## config.mk

```make
export PLATFORM = sky130hd
export DESIGN_NAME = doublebuffer_ctrl
export DESIGN_NICKNAME = d
export VERILOG_FILES = /design/src/rtl/doublebuffer_ctrl_pkg.sv /design/src/rtl/doublebuffer_skid.sv /design/src/rtl/doublebuffer_ctrl.sv
export SDC_FILE = /design/constraint.sdc
export NUM_CORES = 1
export LEC_CHECK = 0
export ABC_AREA = 1
export ABC_CLOCK_PERIOD_IN_PS = 7800
export BUFFER_PORTS_ARGS = -buffer_cell sky130_fd_sc_hd__buf_2
export CAP_MARGIN = 20
export CORE_MARGIN = 2
export CORE_UTILIZATION = 50
export DETAILED_ROUTE_END_ITERATION = 8
export GPL_TIMING_DRIVEN = 0
export PLACE_DENSITY = 0.76
export SKIP_CTS_REPAIR_TIMING = 1
export SLEW_MARGIN = 40
export SYNTH_ARGS = -nofsm -noshare
export SYNTH_HDL_FRONTEND = slang
export SYNTH_SLANG_ARGS = --single-unit
```

## constraint.sdc

```tcl
create_clock -name CLK -period 7.8 [get_ports CLK]
set_input_delay 0.39 -clock CLK [delete_from_list [all_inputs] [get_ports CLK]]
set_output_delay 0.39 -clock CLK [all_outputs]
set_load 0.1 [all_outputs]
```

## src/rtl/doublebuffer_ctrl_pkg.sv

```systemverilog
// doublebuffer_ctrl_pkg: shared FSM encoding, bank select and default block size
package doublebuffer_ctrl_pkg;
  typedef enum logic [2:0] {
    S_IDLE, S_FILL, S_SEND, S_FILL_NEXT, S_WAIT_SUM, S_DRAIN, S_FINISH
  } state_t;
  localparam int SIZE_M1 = 16383;
  function automatic logic bank_sel(input int unsigned k);
    return 1'(k % 2);
  endfunction
endpackage

```

## src/rtl/doublebuffer_skid.sv

```systemverilog
// doublebuffer_skid: 2-entry valid/ready FIFO absorbing the drain memory latency
module doublebuffer_skid #(
  parameter int W_D = 32
) (
  input  logic           CLK,
  input  logic           RST_N,
  input  logic           i_valid,
  input  logic [W_D-1:0] i_data,
  output logic           o_valid,
  output logic [W_D-1:0] o_data,
  input  logic           i_ready,
  output logic [1:0]     o_cnt
);
  logic [W_D-1:0] r_mem [2];
  logic           r_wp, r_rp;
  logic [1:0]     r_cnt;
  logic           w_push, w_pop;
  assign w_pop   = o_valid && i_ready;
  assign w_push  = i_valid && (r_cnt != 2'd2 || w_pop);
  assign o_valid = r_cnt != 2'd0;
  assign o_data  = r_mem[r_rp];
  assign o_cnt   = r_cnt;
  always_ff @(posedge CLK or negedge RST_N)
    if (!RST_N) begin
      r_mem[0] <= '0;
      r_mem[1] <= '0;
      r_wp     <= 1'b0;
      r_rp     <= 1'b0;
      r_cnt    <= 2'd0;
    end else begin
      if (w_push) begin
        r_mem[r_wp] <= i_data;
        r_wp        <= ~r_wp;
      end
      if (w_pop) r_rp <= ~r_rp;
      r_cnt <= r_cnt + 2'(w_push) - 2'(w_pop);
    end
endmodule

```

## src/rtl/doublebuffer_ctrl.sv

```systemverilog
// doublebuffer_ctrl: ping-pong fill/drain controller for the double-buffered prefix-sum user logic
module doublebuffer_ctrl
  import doublebuffer_ctrl_pkg::*;
#(
  parameter int W_A  = 14,
  parameter int W_D  = 32,
  parameter int SIZE = SIZE_M1 + 1,
  parameter int W_NB = 16
) (
  input  logic            CLK,
  input  logic            RST_N,
  input  logic            start,
  input  logic [W_NB-1:0] num_blocks,
  output logic            busy,
  output logic            done,
  output logic [W_D-1:0]  last_sum,
  input  logic [W_D-1:0]  src_data,
  input  logic            src_valid,
  output logic            src_ready,
  output logic [W_A-1:0]  fill_addr,
  output logic [W_D-1:0]  fill_d,
  output logic            fill_we0,
  output logic            fill_we1,
  output logic [W_A-1:0]  drain_addr,
  input  logic [W_D-1:0]  drain_q0,
  input  logic [W_D-1:0]  drain_q1,
  output logic [W_D-1:0]  dst_data,
  output logic            dst_valid,
  input  logic            dst_ready,
  output logic [W_D-1:0]  chan_d,
  output logic            chan_enq,
  input  logic            chan_full,
  input  logic [W_D-1:0]  chan_q,
  output logic            chan_deq,
  input  logic            chan_empty
);
  localparam logic [W_A-1:0] LAST = W_A'(SIZE - 1);
  state_t          r_state;
  logic [W_NB-1:0] r_k, r_nb;
  logic [W_A-1:0]  r_addr, r_rd_addr, r_out_addr, r_fill_addr;
  logic [W_D-1:0]  r_fill_d, r_chan_d, r_last_sum;
  logic            r_busy, r_done, r_we0, r_we1, r_chan_enq, r_chan_deq;
  logic            r_inflight, r_all_issued;
  logic            w_fill_hs, w_bank, w_pop, w_issue, w_more;
  logic [1:0]      w_cnt;
  logic [W_D-1:0]  w_drain_q;
  assign src_ready  = r_state == S_FILL || r_state == S_FILL_NEXT;
  assign w_fill_hs  = src_ready && src_valid;
  assign w_bank     = bank_sel(32'(r_k) + 32'(r_state == S_FILL_NEXT));
  assign w_more     = {1'b0, r_k} + (W_NB+1)'(1) < {1'b0, r_nb};
  assign w_pop      = dst_valid && dst_ready;
  // Read only when the skid FIFO is guaranteed room for the word already in flight.
  assign w_issue    = r_state == S_DRAIN && !r_all_issued &&
                      (3'(w_cnt) + 3'(r_inflight) - 3'(w_pop)) < 3'd2;
  assign w_drain_q  = bank_sel(32'(r_k)) ? drain_q1 : drain_q0;
  assign busy       = r_busy;
  assign done       = r_done;
  assign last_sum   = r_last_sum;
  assign fill_addr  = r_fill_addr;
  assign fill_d     = r_fill_d;
  assign fill_we0   = r_we0;
  assign fill_we1   = r_we1;
  assign drain_addr = r_rd_addr;
  assign chan_d     = r_chan_d;
  assign chan_enq   = r_chan_enq;
  assign chan_deq   = r_chan_deq;
  doublebuffer_skid #(.W_D(W_D)) u_skid (
    .CLK    (CLK),
    .RST_N  (RST_N),
    .i_valid(r_inflight),
    .i_data (w_drain_q),
    .o_valid(dst_valid),
    .o_data (dst_data),
    .i_ready(dst_ready),
    .o_cnt  (w_cnt)
  );
  always_ff @(posedge CLK or negedge RST_N)
    if (!RST_N) begin
      r_state      <= S_IDLE;
      r_k          <= '0;
      r_nb         <= '0;
      r_addr       <= '0;
      r_rd_addr    <= '0;
      r_out_addr   <= '0;
      r_fill_addr  <= '0;
      r_fill_d     <= '0;
      r_chan_d     <= '0;
      r_last_sum   <= '0;
      r_busy       <= 1'b0;
      r_done       <= 1'b0;
      r_we0        <= 1'b0;
      r_we1        <= 1'b0;
      r_chan_enq   <= 1'b0;
      r_chan_deq   <= 1'b0;
      r_inflight   <= 1'b0;
      r_all_issued <= 1'b0;
    end else begin
      r_done     <= 1'b0;
      r_chan_enq <= 1'b0;
      r_chan_deq <= 1'b0;
      r_we0      <= 1'b0;
      r_we1      <= 1'b0;
      r_inflight <= w_issue;
      if (w_fill_hs) begin
        r_fill_addr <= r_addr;
        r_fill_d    <= src_data;
        r_we0       <= !w_bank;
        r_we1       <= w_bank;
      end
      if (w_issue) begin
        r_all_issued <= r_rd_addr == LAST;
        if (r_rd_addr != LAST) r_rd_addr <= r_rd_addr + 1'b1;
      end
      case (r_state)
        S_IDLE:
          if (start) begin
            if (num_blocks == '0) r_done <= 1'b1;
            else begin
              r_busy  <= 1'b1;
              r_k     <= '0;
              r_nb    <= num_blocks;
              r_state <= S_FILL;
            end
          end
        S_FILL, S_FILL_NEXT:
          if (src_valid) begin
            r_addr <= r_addr == LAST ? '0 : r_addr + 1'b1;
            if (r_addr == LAST) r_state <= r_state == S_FILL ? S_SEND : S_WAIT_SUM;
          end
        S_SEND:
          if (!chan_full) begin
            r_chan_enq <= 1'b1;
            r_chan_d   <= W_D'(r_k);
            r_state    <= w_more ? S_FILL_NEXT : S_WAIT_SUM;
          end
        S_WAIT_SUM:
          if (!chan_empty) begin
            r_chan_deq <= 1'b1;
            r_last_sum <= chan_q;
            r_state    <= S_DRAIN;
          end
        S_DRAIN:
          if (w_pop) begin
            r_out_addr <= r_out_addr + 1'b1;
            if (r_out_addr == LAST) begin
              r_out_addr   <= '0;
              r_rd_addr    <= '0;
              r_all_issued <= 1'b0;
              r_k          <= r_k + 1'b1;
              r_state      <= w_more ? S_SEND : S_FINISH;
            end
          end
        S_FINISH: begin
          r_done  <= 1'b1;
          r_busy  <= 1'b0;
          r_state <= S_IDLE;
        end
        default: r_state <= S_IDLE;
      endcase
    end
endmodule

```

==> qor.yml, run 1 <==
fin_ws_ps: 4900
cp_max_fo: 10
synth_area_sq_mm: 0.0118
dr.pass1.iters: 5
synth.area.top_cells: "dfrtp_1, nand2_1, inv_1, o21ai_0, mux2_2"
final_area_sq_mm: 0.0148
grt_pass1_vias: 9848
r2r_cells: 17
fin_tns_setup_ps: 0
finClkSkew_ps: 12.1
netSwitchingFraction_pct: 55.5
clock_path_buffers: 3
via_per_inst: 4.87
synth-seq-cells: 247
p_leak_nw: 8.31
power_density_mw_per_mm2: 435
drv_slew: 0
drc: 0
min_path_type: "in -> reg"
syn_area_per_cell_sq_um: 8.25
r2r_setup_slack_ps: 4900
hold_end: "fill_d[24]$_DFFE_PN0P_"
relSlewSlack_pct: 47.3
die_area_sq_mm: 0.0249
grt_usage_pct: 23.5
cts_tree: "yes"
ys_types: 39
post-route-util_pct: 63.5
hp-start: "src_data[24]"
p_int_mw: 2.87
cts_root_buf: "clkbuf_16"
seqPwrFrac_pct: 26.6
fin_crit_ps: 2900
synth_top_area_cell: "dfrtp_1"
worstMarginPinSlew_ps: 791
grt_busiest_layer: "met2"
comb_power_share_pct: 53.2
clockPowerShare_pct: 20.2
rsz0062_at_grt: "false"
dp_cells: 2069
worstHoldPathCells: 3
timing.final.crit_share_pct: 37.2
gp_congestion: 0.843
power_mw: 6.45
met1_usage_pct: 31.1
grtUsageMet2_pct: 38.6
design.portCount: 315
antenna_found_initial: 5
layout-drive-gt1-share_pct: 24.7
synth_top_area_share_pct: 52.2
htree_levels: 1
initial_core_util_pct: 50.7
arrival_ps: 3290
core_sq_mm: 0.0233
clkTransAtPathRegs_ps: 60
yosysSeqAreaShare_pct: 52.2
io_buffers: 298
run_status: "finished clean"
clock_sinks: 247
ir_drop_mv: 0.476
nets: 1954
postRouteAntennaNets: 0
wl_per_cell_um: 13.9
crit_required_ps: 8180
area_growth_pct: 25.2
die_w_um: 158
dr.first_iter.drc_count: 536
final_common_cell: "nand2_1"
totalWireLength_um: 29500
layout.cells.non_filler: 2122
layout_common_cells: "nand2_1, buf_2, dfrtp_1, inv_1, o21ai_0"
grtUsageMet3_pct: 5.47
vias: 10300
rr_endpoint: "drain_addr[7]$_DFF_PN0_"
rows: 56
crit_path_end_kind: "flip-flop"
placed_area_sq_mm: 0.0139
dp_hpwl_um: 22000
hold_ws_ps: 54.2
clock_latency_ps: 520
gr-total-overflow: 0
yosysWarnings: 0
cp-start-kind: "flip-flop"
cts_made_buffers: 27
fmax_mhz: 344
setup_viol: 0
grt_pass1_wl_um: 47500
synthCells: 1434
dp_slack_ps: 4910
die_h_um: 158
grt_max_degree: 77
critical_path_class: "reg -> reg"
p_switching_mw: 3.58
cap_violations: 0
reg2reg_from: "u_skid.o_cnt[1]$_DFF_PN0_"
finalHoldViolations: 0
[how the worst max path moves through the flow]
stage,slack (ps),cells after the start,start,end
after detailed placement,4910,20,r_k[0]$_DFFE_PN0P_,r_state[2]$_DFFE_PN0P_
after CTS,4880,17,u_skid.o_cnt[1]$_DFF_PN0_,drain_addr[7]$_DFF_PN0_
after floorplan,4550,3,u_skid.r_rp$_DFFE_PN0P_,dst_data[23]
after global routing,4550,20,r_k[0]$_DFFE_PN0P_,r_state[2]$_DFFE_PN0P_
after global placement,1910,1,RST_N,fill_d[14]$_DFFE_PN0P_
final,4900,17,u_skid.o_cnt[1]$_DFF_PN0_,drain_addr[7]$_DFF_PN0_
[sequential cells by signal (all words and copies together), names as in the netlist, 2 cells and up]
name and count:
r_nb 16, r_out_addr 14, r_k 16, u_skid.o_cnt 2, last_sum 32, chan_d 16, r_state 3, u_skid.r_mem 64
drain_addr 14, fill_addr 14, r_addr 14, fill_d 32
[critical path, cell delays in order, from the launching register on]
cell,delay [ps]
dfrtp_1,410
inv_1,140
nand2_2,90
nand2_4,120
inv_1,110
ha_1,300
inv_1,80
nand2_1,70
fa_1,480
nand2_1,50
a21oi_1,190
nand3_4,160
nor2_8,210
nand2_2,80
nor2_1,100
nand2_1,50
nand2_1,70
nor2_1,40
[power groups by stage]
stage               clock network [mW]  logic (mW)  registers [mW]
finish                            1.30        3.43            1.71
global route                      1.38        3.62            1.75
CTS                               1.33        3.45            1.71
detailed placement                   0        3.45            1.73
global placement                     0        3.40            1.72
floorplan                            0        1.40            3.12
[area by class of cell]
type / instances / area (sq um)
flip-flops and latches: 247 / 6180
well taps: 319 / 399
repair buffers: 302 / 1590
clock buffers: 41 / 808
inverters: 163 / 617
clock inverters: 7 / 114
plain buffers: 64 / 337
fillers: 2052 / 8520
multi-input cells: 975 / 4760
diodes: 4 / 10.0
[cell usage after synthesis (all sizes together)]
cell    instances
a211oi          2
a21oi          23
a31oi           3
buf            40
clkbuf         24
clkinv          2
conb            1
dfrtp         247
fa              1
ha             22
inv           161
mux2           32
nand2         557
nand3          35
nand3b          2
nand4          17
nor2           83
nor3           17
o21a            2
o21ai         124
o21bai          1
o22ai           6
or2             2
xnor2           5
xor2           25
[cells by family (layout without fill, tap and decap cells)]
family	Yosys count	after routing	synth area share, %
simple gates	713	713	24.8
flops	247	247	52.2
buf+inv	227	577	8.06
compound gates	161	161	7.07
mux	32	32	3.05
xor+xnor	30	30	2.22
fa+ha+maj	23	23	2.50
other cells	1	20	0.0317
[routing by layer]
metal / wire [um] / part of all wire [%]
met3: 2140 / 7.2
met1: 12900 / 44
met2: 13700 / 46
met5: 0 / 0
met4: 827 / 2.8
Note: power is estimated with default switching activity, not from simulation.
==> run 2: changes to the inputs <==
- ABC_AREA: 1 -> 0
- ABC_CLOCK_PERIOD_IN_PS: 7800 -> 2550
- CORE_UTILIZATION: 50 -> 48
- PLACE_DENSITY: 0.76 -> 0.77
- clock period: 7.8 -> 2.55 ns (I/O delays scaled with it)
==> qor.yml, run 2 <==
cts_root_buf: "clkbuf_16"  # unchanged
synth.area.top_cells: "dfrtp_1, mux2_2, nand2_1, mux2i_1, nor2_1"  # was dfrtp_1, nand2_1, inv_1, o21ai_0, mux2_2
worstPathCellList: "buf_4 -> buf_2 -> nand3_1 -> xnor2_1 -> ha_1 -> a21o_1 -> a21oi_1 -> o21ai_0 -> a41oi_2 -> a31oi_1 -> a21o_1"  # was inv_1 -> nand2_2 -> nand2_4 -> inv_1 -> ha_1 -> inv_1 -> nand2_1 -> fa_1 -> nand2_1 -> a21oi_1 -> nand3_4 -> nor2_8 -> nand2_2 -> nor2_1 -> nand2_1 -> nand2_1 -> nor2_1
fmax_mhz: 353  # was 344 MHz
path_common_cell: "a21o_1"  # was nand2_1
placed_area_sq_mm: 0.0135  # was 0.0139 sq mm
totalWireLength_um: 32700  # was 29500 um
synth_fa_ha_area_share_pct: 2.58  # was 2.50%
grt_max_degree: 76  # was 77
ir_drop_mv: 1.15  # was 0.476 mV
power_density_mw_per_mm2: 1290  # was 435 mW/mm^2
largest_reg_flops: 64  # unchanged
fin_crit_ps: 2830  # was 2900 ps
dr.first_iter.drc_count: 539  # was 536
synth_top_area_share_pct: 54.1  # was 52.2%
yosysWarnings: 0  # unchanged
post-route-util_pct: 69.7  # was 63.5%
synth_xor_xnor_area_share_pct: 3.91  # was 2.22%
violations: "hold timing, setup timing"
area_growth_pct: 42.7  # was 25.2%
gp_congestion: 0.817  # was 0.843
critical_path_class: "reg -> reg"  # unchanged
cts_made_buffers: 27  # unchanged
finalHoldViolations: 11  # was 0
drv_slew: 0  # unchanged
cp_max_fo: 10  # unchanged
clock_sinks: 247  # unchanged
final_common_cell: "buf_2"  # was nand2_1
synthCells: 1069  # was 1434
cap_violations: 0  # unchanged
layout_common_cells: "buf_2, dfrtp_1, nand2_1, dlygate4sd3_1, mux2_2"  # was nand2_1, buf_2, dfrtp_1, inv_1, o21ai_0
syn_area_per_cell_sq_um: 10.7  # was 8.25 sq um
synth-seq-cells: 247  # unchanged
die_w_um: 158  # about the same
finClkSkew_ps: 11.7  # was 12.1 ps
grt_pass1_vias: 8787  # was 9848
synth-compound-area-share_pct: 6.61  # was 7.07%
layout-drive-gt1-share_pct: 36.1  # was 24.7%
synth_edf_count: 0  # unchanged
rsz0062_at_grt: "true"  # was false
synth_top_family_by_area: "simple AND/OR/NAND/NOR gates"  # unchanged
vias: 9748  # was 10300
htree_levels: 1  # unchanged
drc: 0  # unchanged
worst_path_largest_cell_delay_ps: 410  # was 480 ps
synth_ff_type: "dfrtp_1"  # unchanged
clkTransAtPathRegs_ps: 60  # about the same
p_leak_nw: 8.24  # was 8.31 nW
synth_top_area_cell: "dfrtp_1"  # unchanged
antenna_found_initial: 0  # was 5
clock_path_buffers: 3  # unchanged
regMostFlops: "u_skid.r_mem"  # unchanged
rows: 56  # unchanged
initial_core_util_pct: 48.9  # was 50.7%
die_area_sq_mm: 0.0251  # was 0.0249 sq mm
final_area_sq_mm: 0.0163  # was 0.0148 sq mm
crit_slowest_cell: "dfrtp_1"  # was fa_1
timing.final.crit_share_pct: 111  # was 37.2%
synthArstFlopShare_pct: 100  # unchanged
synthMuxAreaShare_pct: 12.4  # was 3.05%
dr.pass1.iters: 5  # unchanged
crit_path_end_kind: "flip-flop"  # unchanged
min_path_type: "in -> reg"  # unchanged
nets: 1752  # was 1954
synth_most_common_cell: "dfrtp_1"  # was nand2_1
synth_area_sq_mm: 0.0114  # was 0.0118 sq mm
grt_pass1_wl_um: 44000  # was 47500 um
worstMarginPinSlew_ps: 741  # was 791 ps
dp_slack_ps: -399  # was 4910 ps
dp_hpwl_um: 20500  # was 22000 um
io_buffers: 298  # unchanged
die_h_um: 158  # about the same
core_sq_mm: 0.0234  # was 0.0233 sq mm
yosysSeqAreaShare_pct: 54.1  # was 52.2%
arrival_ps: 3240  # was 3290 ps
postRouteAntennaNets: 0  # unchanged
crit_required_ps: 2960  # was 8180 ps
cp-start-kind: "flip-flop"  # unchanged
setup_viol: 10  # was 0
critical_path_buf_inv_count: 2  # was 3
design.portCount: 315  # unchanged
gr-total-overflow: 0  # unchanged
antennaDiodeCount: 0  # was 4
run_status: "finished with violations"  # was finished clean
fin_ws_ps: -283  # was 4900 ps
via_per_inst: 5.08  # was 4.87
relSlewSlack_pct: 50.4  # was 47.3%
cp_top_family: "compound AO/OA/AOI/OAI gates"  # was simple AND/OR/NAND/NOR gates
wl_per_cell_um: 17.0  # was 13.9 um
ys_types: 63  # was 39
hold_ws_ps: -46.5  # was 54.2 ps
synth_common_cells: "dfrtp_1, nand2_1, mux2_2, nor2_1, a21oi_1"  # was nand2_1, dfrtp_1, inv_1, o21ai_0, nor2_1
cts_tree: "yes"  # unchanged
synth-simple-area-share_pct: 16.2  # was 24.8%
clock_latency_ps: 530  # was 520 ps
grt_usage_pct: 22.0  # was 23.5%
[run 2: logic make-up after synthesis]
kind of cell / after synthesis
fa+ha+maj: 23
compound gates: 126
other cells: 1
mux: 130
xor+xnor: 51
flops: 247
buf+inv: 94
simple gates: 397
[run 2: tightest hold or removal path, stage by stage]
cell and delay (ps):
buf_2 80, mux2i_1 80, a21oi_1 140
[run 2: area by class of cell]
| class | count | area, sq um |
|---|---|---|
| clock buffer | 42 | 822 |
| multi-input combinational | 743 | 5080 |
| inverter | 24 | 92.6 |
| buffer | 70 | 404 |
| tap | 319 | 399 |
| clock inverter | 8 | 124 |
| timing repair buffer | 465 | 3200 |
| fill | 1659 | 7090 |
| sequential | 247 | 6190 |
[run 2: metrics by stage]
step | power [mW] | hold WS (ps) | std cells | TNS (ps)
4_1_cts | 20.7 | -513 | 1754 | -1900
5_1_grt | 22.0 | 4.29 | 1918 | -2750
3_5_place_dp | 16.6 | 60.2 | 1704 | -1670
2_1_floorplan | 14.7 | -168 | 1084 | -45.5
3_3_place_gp | 16.4 | 318 | 1701 | -740190
6_report | 21.1 | -46.5 | 1918 | -751
[run 2: path summary, 6_finish.rpt]
check                                 startpoint                            to  slack, ps  cells after the start
max                           r_k[0]$_DFFE_PN0P_        r_state[2]$_DFFE_PN0P_       -280                     11
min                                 drain_q1[31]  u_skid.r_mem[63]$_DFFE_PN0P_        -50                      3
max reg2reg                   r_k[0]$_DFFE_PN0P_        r_state[2]$_DFFE_PN0P_       -280                     11
min reg2reg                fill_d[8]$_DFFE_PN0P_         fill_d[8]$_DFFE_PN0P_        470                      2
max in group asynchronous                  RST_N            r_k[8]$_DFFE_PN0P_       1720                      3
min in group asynchronous                  RST_N        fill_d[22]$_DFFE_PN0P_         90                      2
[run 2: per-layer routing]
metal  up-vias  wire (um)  track usage (%)
li1       4615          -                -
met3        48       2340             5.39
met4         0        580             3.78
met5         -          0                0
met2       323      16700             39.1
met1      4762      13000             27.6
[run 2: report_power, final]
group	switching [mW]	total (mW)	internal (mW)
clock network	1.56	4.08	2.51
registers	0.715	5.85	5.13
logic	8.83	11.2	2.35
